===== src/rtl/fifo_ctrl.sv =====
// Pointer and flag controller for a circular FIFO of depth 2**W built around
// an external register file: issues wr_en/w_addr/r_addr and keeps full/empty/count.
module fifo_ctrl #(
  parameter int W = 3
) (
  input  logic         clk,
  input  logic         rst,
  input  logic         wr,
  input  logic         rd,
  output logic         wr_en,
  output logic [W-1:0] w_addr,
  output logic [W-1:0] r_addr,
  output logic         empty,
  output logic         full,
  output logic [W:0]   count,
  output logic         overflow,
  output logic         underflow
);

  // Request semantics: wr/rd are sampled every rising edge. A push is accepted
  // when wr & ~full, a pop when rd & ~empty, both judged on the registered
  // flags before the edge. A rejected request is dropped and pulses
  // overflow/underflow for the following cycle; nothing else changes.

  logic [W-1:0] w_ptr_q, w_ptr_d;
  logic [W-1:0] r_ptr_q, r_ptr_d;
  logic [W:0]   count_q, count_d;
  logic         empty_q, empty_d;
  logic         full_q, full_d;
  logic         overflow_q, overflow_d;
  logic         underflow_q, underflow_d;

  logic         push_ok;
  logic         pop_ok;
  logic [W-1:0] w_ptr_inc;
  logic [W-1:0] r_ptr_inc;

  always_comb begin
    push_ok     = wr & ~full_q;
    pop_ok      = rd & ~empty_q;
    w_ptr_inc   = w_ptr_q + 1'b1;
    r_ptr_inc   = r_ptr_q + 1'b1;

    w_ptr_d     = w_ptr_q;
    r_ptr_d     = r_ptr_q;
    count_d     = count_q;
    empty_d     = empty_q;
    full_d      = full_q;
    overflow_d  = wr & full_q;
    underflow_d = rd & empty_q;

    case ({push_ok, pop_ok})
      2'b10: begin
        w_ptr_d = w_ptr_inc;
        count_d = count_q + 1'b1;
        empty_d = 1'b0;
        full_d  = (w_ptr_inc == r_ptr_q);
      end
      2'b01: begin
        r_ptr_d = r_ptr_inc;
        count_d = count_q - 1'b1;
        full_d  = 1'b0;
        empty_d = (r_ptr_inc == w_ptr_q);
      end
      // Simultaneous accepted push and pop leaves occupancy and flags intact.
      2'b11: begin
        w_ptr_d = w_ptr_inc;
        r_ptr_d = r_ptr_inc;
      end
      default: ;
    endcase
  end

  always_ff @(posedge clk or negedge rst) begin
    if (!rst) begin
      w_ptr_q     <= '0;
      r_ptr_q     <= '0;
      count_q     <= '0;
      empty_q     <= 1'b1;
      full_q      <= 1'b0;
      overflow_q  <= 1'b0;
      underflow_q <= 1'b0;
    end else begin
      w_ptr_q     <= w_ptr_d;
      r_ptr_q     <= r_ptr_d;
      count_q     <= count_d;
      empty_q     <= empty_d;
      full_q      <= full_d;
      overflow_q  <= overflow_d;
      underflow_q <= underflow_d;
    end
  end

  assign wr_en     = wr & ~full_q;
  assign w_addr    = w_ptr_q;
  assign r_addr    = r_ptr_q;
  assign empty     = empty_q;
  assign full      = full_q;
  assign count     = count_q;
  assign overflow  = overflow_q;
  assign underflow = underflow_q;

endmodule


===== config.mk =====
export PLATFORM = sky130hd
export DESIGN_NAME = fifo_ctrl
export DESIGN_NICKNAME = d
export VERILOG_FILES = /design/src/rtl/fifo_ctrl.sv
export SDC_FILE = /design/constraint.sdc
export NUM_CORES = 1
export LEC_CHECK = 0
export BUFFER_PORTS_ARGS = -buffer_cell sky130_fd_sc_hd__buf_4
export CAP_MARGIN = 25
export CORE_UTILIZATION = 45
export DETAILED_ROUTE_END_ITERATION = 16
export GPL_ROUTABILITY_DRIVEN = 0
export PLACE_DENSITY = 0.78
export SETUP_SLACK_MARGIN = 0.1
export SYNTH_ARGS = -nofsm -noshare
export SYNTH_HDL_FRONTEND = slang
export SYNTH_SLANG_ARGS = --single-unit

===== constraint.sdc =====
create_clock -name clk -period 2.45 [get_ports clk]
set_input_delay 0.49 -clock clk [delete_from_list [all_inputs] [get_ports clk]]
set_output_delay 0.49 -clock clk [all_outputs]
set_load 0.1 [all_outputs]

# ---- Word level (Yosys, flattened, before mapping)
# Cells that the tools add are included.
dict set report op_classes {
  add_sub_neg 4
  eq_ne 5
  mux 3
  n_bitwise 6
  n_reduce_logical 3
}
# operator n
set op_table {}
lappend op_table {{4-bit case mux with 2 select lines} 1}
lappend op_table {{3-bit by 1-bit adder with 3-bit output, second input constant} 2}
lappend op_table {{3-bit equality test} 2}
lappend op_table {{4-bit by 1-bit adder with 4-bit output, second input constant} 1}
lappend op_table {{1-bit bitwise AND} 4}
lappend op_table {{2-bit equality test, second input constant} 2}
lappend op_table {{1-bit case mux with 2 select lines} 2}
lappend op_table {{2-bit OR reduction} 2}
lappend op_table {{4-bit by 1-bit subtractor with 4-bit output, second input constant} 1}
lappend op_table {{2-bit by 1-bit equality test with 1-bit output, second input constant} 1}
lappend op_table {{1-bit inverter} 2}
lappend op_table {{2-bit nonzero test} 1}
dict set report word_totals {
  ff_bits 14
  in_bits 4
  output_inout_bits 15
  word_cells 28
}

# ---- Depth between registers and ports, before layout
# Gate-level depths: netlist of the first run.
dict set report logic_depth {
  depth_word 4
  mapped_depth 9
  mapped_depth_nobuf 9
}

# ---- Worst setup path before layout of the first run
# Ideal clock, no wire load.
dict set report synth_timing {
  path_type {register -> register}
  startpoint {register empty_q (netlist: empty)}
  endpoint {register count_q[2] (netlist: count[2])}
  setup_time_ns 0.163
  arrival_ns 2.269
  required_time_ns 2.287
  path_slack_ns 0.018
  stages_incl_launch_ff 10
  path_buffers 0
  synth_period_minus_slack_ns 2.432
  path_cell_list {dfstp_2 > nand2b_1 > inv_1 > ha_1 > xor2_1 > ha_1 > a21oi_1 > xor2_1 > nor2_1 > xor2_1}
}
dict set report synth_via {
  elab_chain_len 4
  word_cells_on_any_way 6
  classes_between {2 x eq/ne; 1 x mux; 2 x bitwise; 1 x reduce/logical}
}
# item line_no
set synth_rtl {}
lappend synth_rtl {{from (decl)} 28} ;# logic empty_q, empty_d;
lappend synth_rtl {{from (signal assigned)} 87} ;# empty_q <= empty_d;
lappend synth_rtl {{1-bit inverter *} 40} ;# pop_ok = rd & ~empty_q;
lappend synth_rtl {{1-bit bitwise AND *} 40}
lappend synth_rtl {{2-bit by 1-bit equality test with 1-bit output / 2-bit equality test (equally long branches)} 52} ;# case ({push_ok, pop_ok})
lappend synth_rtl {{4-bit case mux with 2 select lines / 2-bit nonzero test (equally long branches)} -}
lappend synth_rtl {{to (signal assigned)} 86} ;# count_q <= count_d;
lappend synth_rtl {{to (decl)} 27} ;# logic [W:0] count_q, count_d;
# Every way passes the cells marked *; elsewhere a longest branch is shown, timed or not.
# A chain may end at the register's enable or synchronous reset.

# ---- Final worst setup path of the first run
dict set report layout_timing {
  startpoint {register empty_q (netlist: empty)}
  endpoint {register count_q[3] (netlist: count[3])}
}
# Same word-level chain as after synthesis.

==> results.ini, run 1 <==
[routing]
route.vias.total = 518
drt_first_iter_violations = 9
postRouteAntennaNets = 0
wl_um = 1310
avgViaCountPerCell = 5.13
drt_pre_antenna_iters = 4
detail_route.wl_per_cell_um = 13.0
drc = 0

[critical_path]
cpMaxStageDelayCell = sky130_fd_sc_hd__dfstp_4
critical_path.max_fanout = 4
setup.reg_to_reg.worst_slack_ns = 0.24
crit-reg2reg-launch = empty$_DFFE_PN1P_
worst_r2r_path_depth = 7
critical_r2r_capture = count[3]$_DFFE_PN0P_
endpoint_kind = register
worst_setup_path_startpoint = empty$_DFFE_PN1P_
longest_individual_stage_delay_on_the_worst_path_ns = 0.63
worst_setup_path_endpoint = count[3]$_DFFE_PN0P_
worst-endpoint-arrival_ns = 2.41
cpMostUsedCell = sky130_fd_sc_hd__nand2b_1
timing.setup.critical_path_class = register to register
critical_path.startpoint_type = register
path_cells = nand2b_1 -> inv_1 -> ha_1 -> nand2b_1 -> or4b_1 -> a31oi_1 -> xor2_1
worstPathRequired_ns = 2.65

[sta]
timing.final.hold_violations = 0
slew_headroom_pct = 81.5
setup_ws_post_layout_ns = 0.243
clock_skew_ns = 0.00963
summed_negative_setup_slack_over_all_endpoints_ns = 0
final-max-slew-violation-count = 0
grt_setup_unrepaired = false
finalSetupViolations = 0
maxClockFrequency_ghz = 0.453
worst_slew_pin_slew_ns = 0.279
period_needed_ns = 2.21
min_period_over_period_pct = 90.1

[cells_and_area]
mostFrequentLayoutCells = sky130_fd_sc_hd__buf_4 (18), sky130_fd_sc_hd__dfrtp_1 (12), sky130_fd_sc_hd__nand2_1 (10), sky130_fd_sc_hd__xnor2_1 (8), sky130_fd_sc_hd__xor2_1 (7)
layout.cells.most_common = sky130_fd_sc_hd__buf_4
final_net_count = 96
final-seq-area_um2 = 357
insertedDiodeCount = 0
area_growth_syn_to_layout_pct = 25.6
multi_input_comb_area_um2 = 347
final_layout_size_suffix_gt1_share_pct = 29.1
fin_util_pct = 64.4
n_fill_cell = 122

[floorplan]
floorplan.rows = 13
initial_core_util_pct = 51.3
ioPinCount = 19
horizontal_extent_of_the_die_um = 41.7
die_height_um = 41.7
fp.coreArea_um2 = 1380
die_area_um2 = 1740

[clocking]
clock_latency_ns = 0.28
cts_hold_buffers = 0
post_cts_buffers = 0
clk_path_buf_depth = 2
cts_htree_levels = 1
tritoncts_num_sinks = 14
cts_tree = done
numCtsBuffers = 3
clock_tree.root_cell = sky130_fd_sc_hd__clkbuf_4
post_cts_resized = 0
worst_setup_hold_path_clk_slew_ns = 0.09

[global_route]
global_route.overflow_total = 0
first_global_vias = 492
antenna_violations_before_repair = 0
grt_util_all_layers_pct = 17.6
grt_max_degree = 15
wire_length_of_the_first_global_routing_pass_um = 2260

[yosys]
yosysUniqueCellTypes = 20
syn_area_per_cell_um2 = 10.9
synth_fp_nets = 74
yosysSeqAreaShare_pct = 49.6
netlist.area_leader.share_pct = 45.9
postSynthRegisterBits = 14
yosys_warnings = 0
yosys-top-cells-area = sky130_fd_sc_hd__dfrtp_1 (46%), sky130_fd_sc_hd__xnor2_1 (9.9%), sky130_fd_sc_hd__ha_1 (8.8%)
syn_inst = 65
netlist_area_um2 = 709
synth.largest_area_cell = sky130_fd_sc_hd__dfrtp_1

[placement]
dp_worst_setup_slack_ns = 0.274
place.detailed.hpwl_um = 1020
io_buffers = 18

[min_path]
hold_path_class = primary input to async pin

[run]
max-cap-violations = 0

[outcome]
outcome = finished, final reports clean

final cells by class:
class / instances / share of cell area, %
Clock buffer: 4 / 2.95
Inverter: 2 / 0.843
Multi-Input combinational cell: 48 / 38.9
Sequential cell: 14 / 40.0
Tap cell: 15 / 2.11
Timing Repair Buffer: 18 / 15.2
sequential cells by signal, indices dropped and copies added, names as in the netlist:
register / cells
w_addr: 3
count: 4
underflow: 1
empty: 1
full: 1
r_addr: 3
overflow: 1
critical path: cells and delay by family, from the launching register on:
kind | cells | cell delay [ns]
AOI/OAI and AO/OA | 1 | 0.20
xor gates and xnor gates | 1 | 0.16
buffers and inverters | 1 | 0.10
and+or+nand+nor | 3 | 0.79
adders and majority gates | 1 | 0.23
DFF | 1 | 0.63
cells by family (layout without fill, tap and decap cells):
group	Yosys count	after routing	share of synthesized area [%]
adders and majority gates	5	5	8.82
xor gates and xnor gates	15	15	18.5
AOI/OAI and AO/OA	5	5	4.41
DFF	14	14	49.6
muxes	1	1	1.59
and+or+nand+nor	22	22	15.5
buffers and inverters	3	24	1.59
worst min-delay path by stage:
stage | end | slack, ns | cells past startpoint | start
2_1_floorplan | count[0]$_DFFE_PN0P_ | 0.19 | 0 | rst
3_3_place_gp | count[3]$_DFFE_PN0P_ | 0.35 | 1 | rst
3_5_place_dp | count[3]$_DFFE_PN0P_ | 0.35 | 1 | rst
4_1_cts | r_addr[1]$_DFFE_PN0P_ | 0.04 | 1 | rst
5_1_grt | r_addr[1]$_DFFE_PN0P_ | 0.04 | 1 | rst
6_report | r_addr[1]$_DFFE_PN0P_ | 0.03 | 1 | rst
synthesized netlist by cell type:
master	n
sky130_fd_sc_hd__a31oi_1	1
sky130_fd_sc_hd__or3_2	1
sky130_fd_sc_hd__nand3b_1	1
sky130_fd_sc_hd__xnor2_1	8
sky130_fd_sc_hd__a32o_1	1
sky130_fd_sc_hd__nand3_1	1
sky130_fd_sc_hd__o21ai_0	2
sky130_fd_sc_hd__or4b_1	1
sky130_fd_sc_hd__dfstp_2	1
sky130_fd_sc_hd__nand2_1	10
sky130_fd_sc_hd__nor2_1	3
sky130_fd_sc_hd__a21oi_1	1
sky130_fd_sc_hd__nand2b_1	3
sky130_fd_sc_hd__dfrtp_1	13
sky130_fd_sc_hd__xor2_1	7
sky130_fd_sc_hd__inv_1	2
sky130_fd_sc_hd__clkbuf_1	1
sky130_fd_sc_hd__ha_1	5
sky130_fd_sc_hd__and2_1	2
sky130_fd_sc_hd__mux2_2	1
per-stage QoR:
step           hold slack [ns]  cell area (um^2)  cells
6_report                0.0327               891    101
4_1_cts                 0.0365               891    101
2_1_floorplan            0.194               714     65
3_5_place_dp             0.348               865     97
5_1_grt                 0.0403               891    101
3_3_place_gp             0.347               865     97
layer usage:
layer	up-vias	GRT usage, %	wire length, um
met1	240	22.5	623
met3	6	3.91	74
met2	17	26.6	571
li1	255	-	-
met5	-	0	0
met4	0	11.6	44
Power of run 1 is not shown: default switching activity piles up to over one toggle a cycle in this logic, so the estimate is an artifact.
==> inputs of run 2 (changes only) <==
==> constraint.sdc (replaced) <==
create_clock -name clk -period 2.2 [get_ports clk]
set_input_delay 0.44 -clock clk [delete_from_list [all_inputs] [get_ports clk]]
set_output_delay 0.44 -clock clk [all_outputs]
set_load 0.1 [all_outputs]
==> results.ini, run 2 (same netlist as run 1, synthesis figures left out) <==
[floorplan]
initial_core_util_pct = 51.3
die_area_um2 = 1740
fp.coreArea_um2 = 1380
ioPinCount = 19
die_height_um = 41.7
horizontal_extent_of_the_die_um = 41.7
floorplan.rows = 13

[routing]
drt_pre_antenna_iters = 4
drc = 0
route.vias.total = 529
wl_um = 1310
avgViaCountPerCell = 5.09
detail_route.wl_per_cell_um = 12.6
postRouteAntennaNets = 0
drt_first_iter_violations = 13

[sta]
timing.final.hold_violations = 0
min_period_over_period_pct = 91.5
period_needed_ns = 2.01
finalSetupViolations = 0
maxClockFrequency_ghz = 0.497
final-max-slew-violation-count = 0
worst_slew_pin_slew_ns = 0.313
grt_setup_unrepaired = true
clock_skew_ns = 0.00852
slew_headroom_pct = 79.1

[clocking]
post_cts_resized = 0
clock_tree.root_cell = sky130_fd_sc_hd__clkbuf_4
cts_tree = done
clk_path_buf_depth = 2
worst_setup_hold_path_clk_slew_ns = 0.09
tritoncts_num_sinks = 14
cts_htree_levels = 1
numCtsBuffers = 3
clock_latency_ns = 0.28

[global_route]
global_route.overflow_total = 0
first_global_vias = 495
grt_max_degree = 15
grt_util_all_layers_pct = 16.3
wire_length_of_the_first_global_routing_pass_um = 2140
antenna_violations_before_repair = 0

[critical_path]
worst-endpoint-arrival_ns = 2.21
worst_setup_path_startpoint = empty$_DFFE_PN1P_
path_cells = nand2b_4 -> inv_4 -> ha_4 -> nand2b_4 -> or4b_1 -> a31oi_1 -> xor2_1
endpoint_kind = register
critical_path.max_fanout = 4
cpMostUsedCell = sky130_fd_sc_hd__nand2b_4
cp_num_buf_inv = 1
cpMaxStageDelayCell = sky130_fd_sc_hd__dfstp_4
critical-path-top-delay-family = simple AND/OR/NAND/NOR gates
timing.setup.critical_path_class = register to register
crit-reg2reg-launch = empty$_DFFE_PN1P_
critical_path.startpoint_type = register
longest_individual_stage_delay_on_the_worst_path_ns = 0.63
worstPathRequired_ns = 2.40

[cells_and_area]
layout.cells.non_filler = 104
n_fill_cell = 124
final_layout_size_suffix_gt1_share_pct = 37.1
mostFrequentLayoutCells = sky130_fd_sc_hd__buf_4 (20), sky130_fd_sc_hd__dfrtp_1 (12), sky130_fd_sc_hd__nand2_1 (10), sky130_fd_sc_hd__xnor2_1 (8), sky130_fd_sc_hd__xor2_1 (7)
final_net_count = 99
layout.cells.most_common = sky130_fd_sc_hd__buf_4
largest_register_ffs = 4
area_growth_syn_to_layout_pct = 34.0
insertedDiodeCount = 0

[placement]
io_buffers = 18
post-place-cells = 97
place.detailed.hpwl_um = 970

[run]
max-cap-violations = 0

[outcome]
outcome = finished, final reports clean

[min_path]
min_from = wr
hold_path_class = primary input to register

[run 2: cell count changes in the layout (fill, tap and decap cells not counted)]
cell                            previous run  this run
sky130_fd_sc_hd__inv_1                     2         1
sky130_fd_sc_hd__nand2b_1                  3         1
sky130_fd_sc_hd__ha_2                      0         2
sky130_fd_sc_hd__buf_4                    18        20
sky130_fd_sc_hd__dlygate4sd3_1             0         1
sky130_fd_sc_hd__ha_1                      5         2
sky130_fd_sc_hd__nand2b_4                  0         2
sky130_fd_sc_hd__inv_4                     0         1
sky130_fd_sc_hd__ha_4                      0         1
[run 2: timing repair]
action                                  CTS  global route
endpoints found under the hold margin     6             0
hold buffers                              1             0
setup buffers                             0             2
endpoints found under the setup margin    0             1
[run 2: stage by stage]
| step | worst slack (ns) | TNS (ns) | cell area, um^2 | hold WS [ns] | util [%] |
|---|---|---|---|---|---|
| global placement | 0.217 | 0 | 900 | 0.298 | 65.1 |
| floorplan | -0.0476 | -0.0902 | 749 | 0.144 | - |
| CTS | 0.147 | 0 | 936 | 0.375 | 67.7 |
| global route | 0.0744 | 0 | 951 | 0.386 | 68.8 |
| finish | 0.187 | 0 | 951 | 0.376 | 68.8 |
| detailed placement | 0.171 | 0 | 900 | 0.299 | 65.1 |
[run 2: area by class of cell]
| class | instances | area (um^2) | area share (%) |
|---|---|---|---|
| Multi-Input combinational cell | 48 | 379 | 39.9 |
| Sequential cell | 14 | 357 | 37.5 |
| Timing Repair Buffer | 21 | 160 | 16.8 |
| Clock buffer | 4 | 26.3 | 2.76 |
| Tap cell | 15 | 18.8 | 1.97 |
| Inverter | 2 | 10.0 | 1.05 |
[run 2: worst paths after layout]
kind	endpoint	cells past startpoint	slack [ns]
hold / removal	overflow$_DFF_PN0_	2	0.38
max in group asynchronous	empty$_DFFE_PN1P_	2	1.43
min in group asynchronous	r_addr[1]$_DFFE_PN0P_	2	0.53
hold reg to reg	count[3]$_DFFE_PN0P_	1	0.46
setup / recovery	count[3]$_DFFE_PN0P_	7	0.19
setup reg to reg	count[3]$_DFFE_PN0P_	7	0.19
[run 2: per-layer routing]
| layer | vias up | global-route usage, % | routed length (um) |
|---|---|---|---|
| met4 | 0 | 7.74 | 11 |
| met1 | 249 | 19.8 | 599 |
| li1 | 260 | - | - |
| met2 | 18 | 27.5 | 633 |
| met5 | - | 0 | 0 |
| met3 | 2 | 3.04 | 63 |
Power of run 2 is left out for the same reason.
==> inputs of run 3 (changes only) <==
--- a/config.mk
+++ b/config.mk
@@ -8,6 +8,7 @@
 export BUFFER_PORTS_ARGS = -buffer_cell sky130_fd_sc_hd__buf_4
 export CAP_MARGIN = 25
 export CORE_UTILIZATION = 45
+export CTS_BUF_LIST = sky130_fd_sc_hd__clkbuf_8
 export DETAILED_ROUTE_END_ITERATION = 16
 export GPL_ROUTABILITY_DRIVEN = 0
 export PLACE_DENSITY = 0.78
==> constraint.sdc (replaced) <==
create_clock -name clk -period 2.2 [get_ports clk]
set_input_delay 0.11 -clock clk [delete_from_list [all_inputs] [get_ports clk]]
set_output_delay 0.11 -clock clk [all_outputs]
set_load 0.1 [all_outputs]
==> results.ini, run 3 (same netlist as run 1, synthesis figures left out) <==
[clocking]
clock_tree.root_cell = sky130_fd_sc_hd__clkbuf_8
numCtsBuffers = 3
clk_path_buf_depth = 2
tritoncts_num_sinks = 14
clock_latency_ns = 0.24
worst_setup_hold_path_clk_slew_ns = 0.06
cts_htree_levels = 1
cts_tree = done

[critical_path]
setup.reg_to_reg.worst_slack_ns = 0.19
timing.setup.critical_path_class = register to register
critical_r2r_capture = count[3]$_DFFE_PN0P_
worst_r2r_path_depth = 7
worst-endpoint-arrival_ns = 2.18
critical_path.max_fanout = 4
crit-reg2reg-launch = empty$_DFFE_PN1P_
endpoint_kind = register
critical_path.startpoint_type = register
worstPathRequired_ns = 2.36

[sta]
timing.final.hold_violations = 0
clock_skew_ns = 0.00640
grt_setup_unrepaired = true
final-max-slew-violation-count = 0
slew_headroom_pct = 81.4
maxClockFrequency_ghz = 0.496
worst_slew_pin_slew_ns = 0.281
min_period_over_period_pct = 91.6
finalSetupViolations = 0
period_needed_ns = 2.01

[placement]
place.detailed.hpwl_um = 970
io_buffers = 18
post-place-cells = 97

[routing]
avgViaCountPerCell = 5.03
drt_first_iter_violations = 8
route.vias.total = 538
detail_route.wl_per_cell_um = 12.8
drt_pre_antenna_iters = 4
drc = 0
wl_um = 1370
postRouteAntennaNets = 0

[min_path]
hold_path_class = primary input to register
whs_path_depth = 2
min_to = overflow$_DFF_PN0_
min_from = wr

[cells_and_area]
layout.cells.most_common = sky130_fd_sc_hd__buf_4
final_layout_size_suffix_gt1_share_pct = 40.2
mostFrequentLayoutCells = sky130_fd_sc_hd__buf_4 (23), sky130_fd_sc_hd__dfrtp_1 (12), sky130_fd_sc_hd__nand2_1 (10), sky130_fd_sc_hd__xnor2_1 (8), sky130_fd_sc_hd__xor2_1 (7)
area_growth_syn_to_layout_pct = 40.2
final_net_count = 102
insertedDiodeCount = 0
n_fill_cell = 113
layout.cells.non_filler = 107
largest_register_ffs = 4

[floorplan]
die_height_um = 41.7
ioPinCount = 19
initial_core_util_pct = 51.3
horizontal_extent_of_the_die_um = 41.7
die_area_um2 = 1740
floorplan.rows = 13
fp.coreArea_um2 = 1380

[global_route]
global_route.overflow_total = 0
grt_max_degree = 15
antenna_violations_before_repair = 0
wire_length_of_the_first_global_routing_pass_um = 2150
first_global_vias = 514
grt_util_all_layers_pct = 16.2

[outcome]
outcome = finished, final reports clean

[run]
max-cap-violations = 0

run 3: cell types whose count changed in the layout (fill, tap and decap cells not counted):
cell	previous run	this run
sky130_fd_sc_hd__buf_4	20	23
sky130_fd_sc_hd__clkbuf_4	3	0
sky130_fd_sc_hd__clkbuf_8	0	3
sky130_fd_sc_hd__clkbuf_1	1	0
sky130_fd_sc_hd__inv_1	1	2
sky130_fd_sc_hd__nand2b_1	1	0
sky130_fd_sc_hd__nand2b_2	0	1
run 3: final cells by class:
| type | instances | area (um^2) | share of cell area, % |
|---|---|---|---|
| Clock inverter | 1 | 3.75 | 0.377 |
| Sequential cell | 14 | 357 | 35.8 |
| Tap cell | 15 | 18.8 | 1.89 |
| Multi-Input combinational cell | 48 | 382 | 38.4 |
| Timing Repair Buffer | 24 | 183 | 18.4 |
| Clock buffer | 3 | 41.3 | 4.15 |
| Inverter | 2 | 10.0 | 1.01 |
run 3: critical path, stage by stage, from the launching register on:
cell and delay [ns]:
sky130_fd_sc_hd__dfstp_4 0.62, sky130_fd_sc_hd__nand2b_4 0.13, sky130_fd_sc_hd__inv_4 0.05, sky130_fd_sc_hd__ha_4 0.15
sky130_fd_sc_hd__nand2b_4 0.13, sky130_fd_sc_hd__or4b_1 0.51, sky130_fd_sc_hd__a31oi_1 0.21, sky130_fd_sc_hd__xor2_1 0.15
run 3: timing repair:
action                                  4_1_cts  5_1_grt
resized for setup                             0        1
setup buffers                                 0        5
endpoints found under the setup margin        0        1
hold endpoints to repair                     14        0
hold buffers                                  1        0
run 3: metrics by stage:
stage	worst slack (ns)	instance area [um^2]	setup TNS [ns]	hold slack, ns	utilization (%)
finish	0.185	995	0	0.0914	71.9
global route	0.0805	995	0	0.108	71.9
CTS	0.156	955	0	0.0849	69.0
detailed placement	0.171	900	0	-0.0315	65.1
global placement	0.217	900	0	-0.0323	65.1
floorplan	-0.0476	749	-0.0902	-0.186	-
run 3: metal layers:
layer,share of wire (%),vias up,GRT usage [%],wire (um)
met5,0,-,0,0
met4,0.29,0,5.81,4
met3,4.2,2,3.04,58
met2,48,16,28.4,660
met1,47,254,19.5,646
li1,-,266,-,-
run 3: how the worst max path moves through the flow:
| stage | start | endpoint | slack [ns] | cells past startpoint |
|---|---|---|---|---|
| 2_1_floorplan | empty$_DFFE_PN1P_ | count[3]$_DFFE_PN0P_ | -0.05 | 7 |
| 3_3_place_gp | empty$_DFFE_PN1P_ | count[3]$_DFFE_PN0P_ | 0.22 | 7 |
| 3_5_place_dp | empty$_DFFE_PN1P_ | count[3]$_DFFE_PN0P_ | 0.17 | 7 |
| 4_1_cts | empty$_DFFE_PN1P_ | count[3]$_DFFE_PN0P_ | 0.16 | 7 |
| 5_1_grt | empty$_DFFE_PN1P_ | count[3]$_DFFE_PN0P_ | 0.08 | 7 |
| 6_report | empty$_DFFE_PN1P_ | count[3]$_DFFE_PN0P_ | 0.19 | 7 |
Power of run 3 is left out for the same reason.
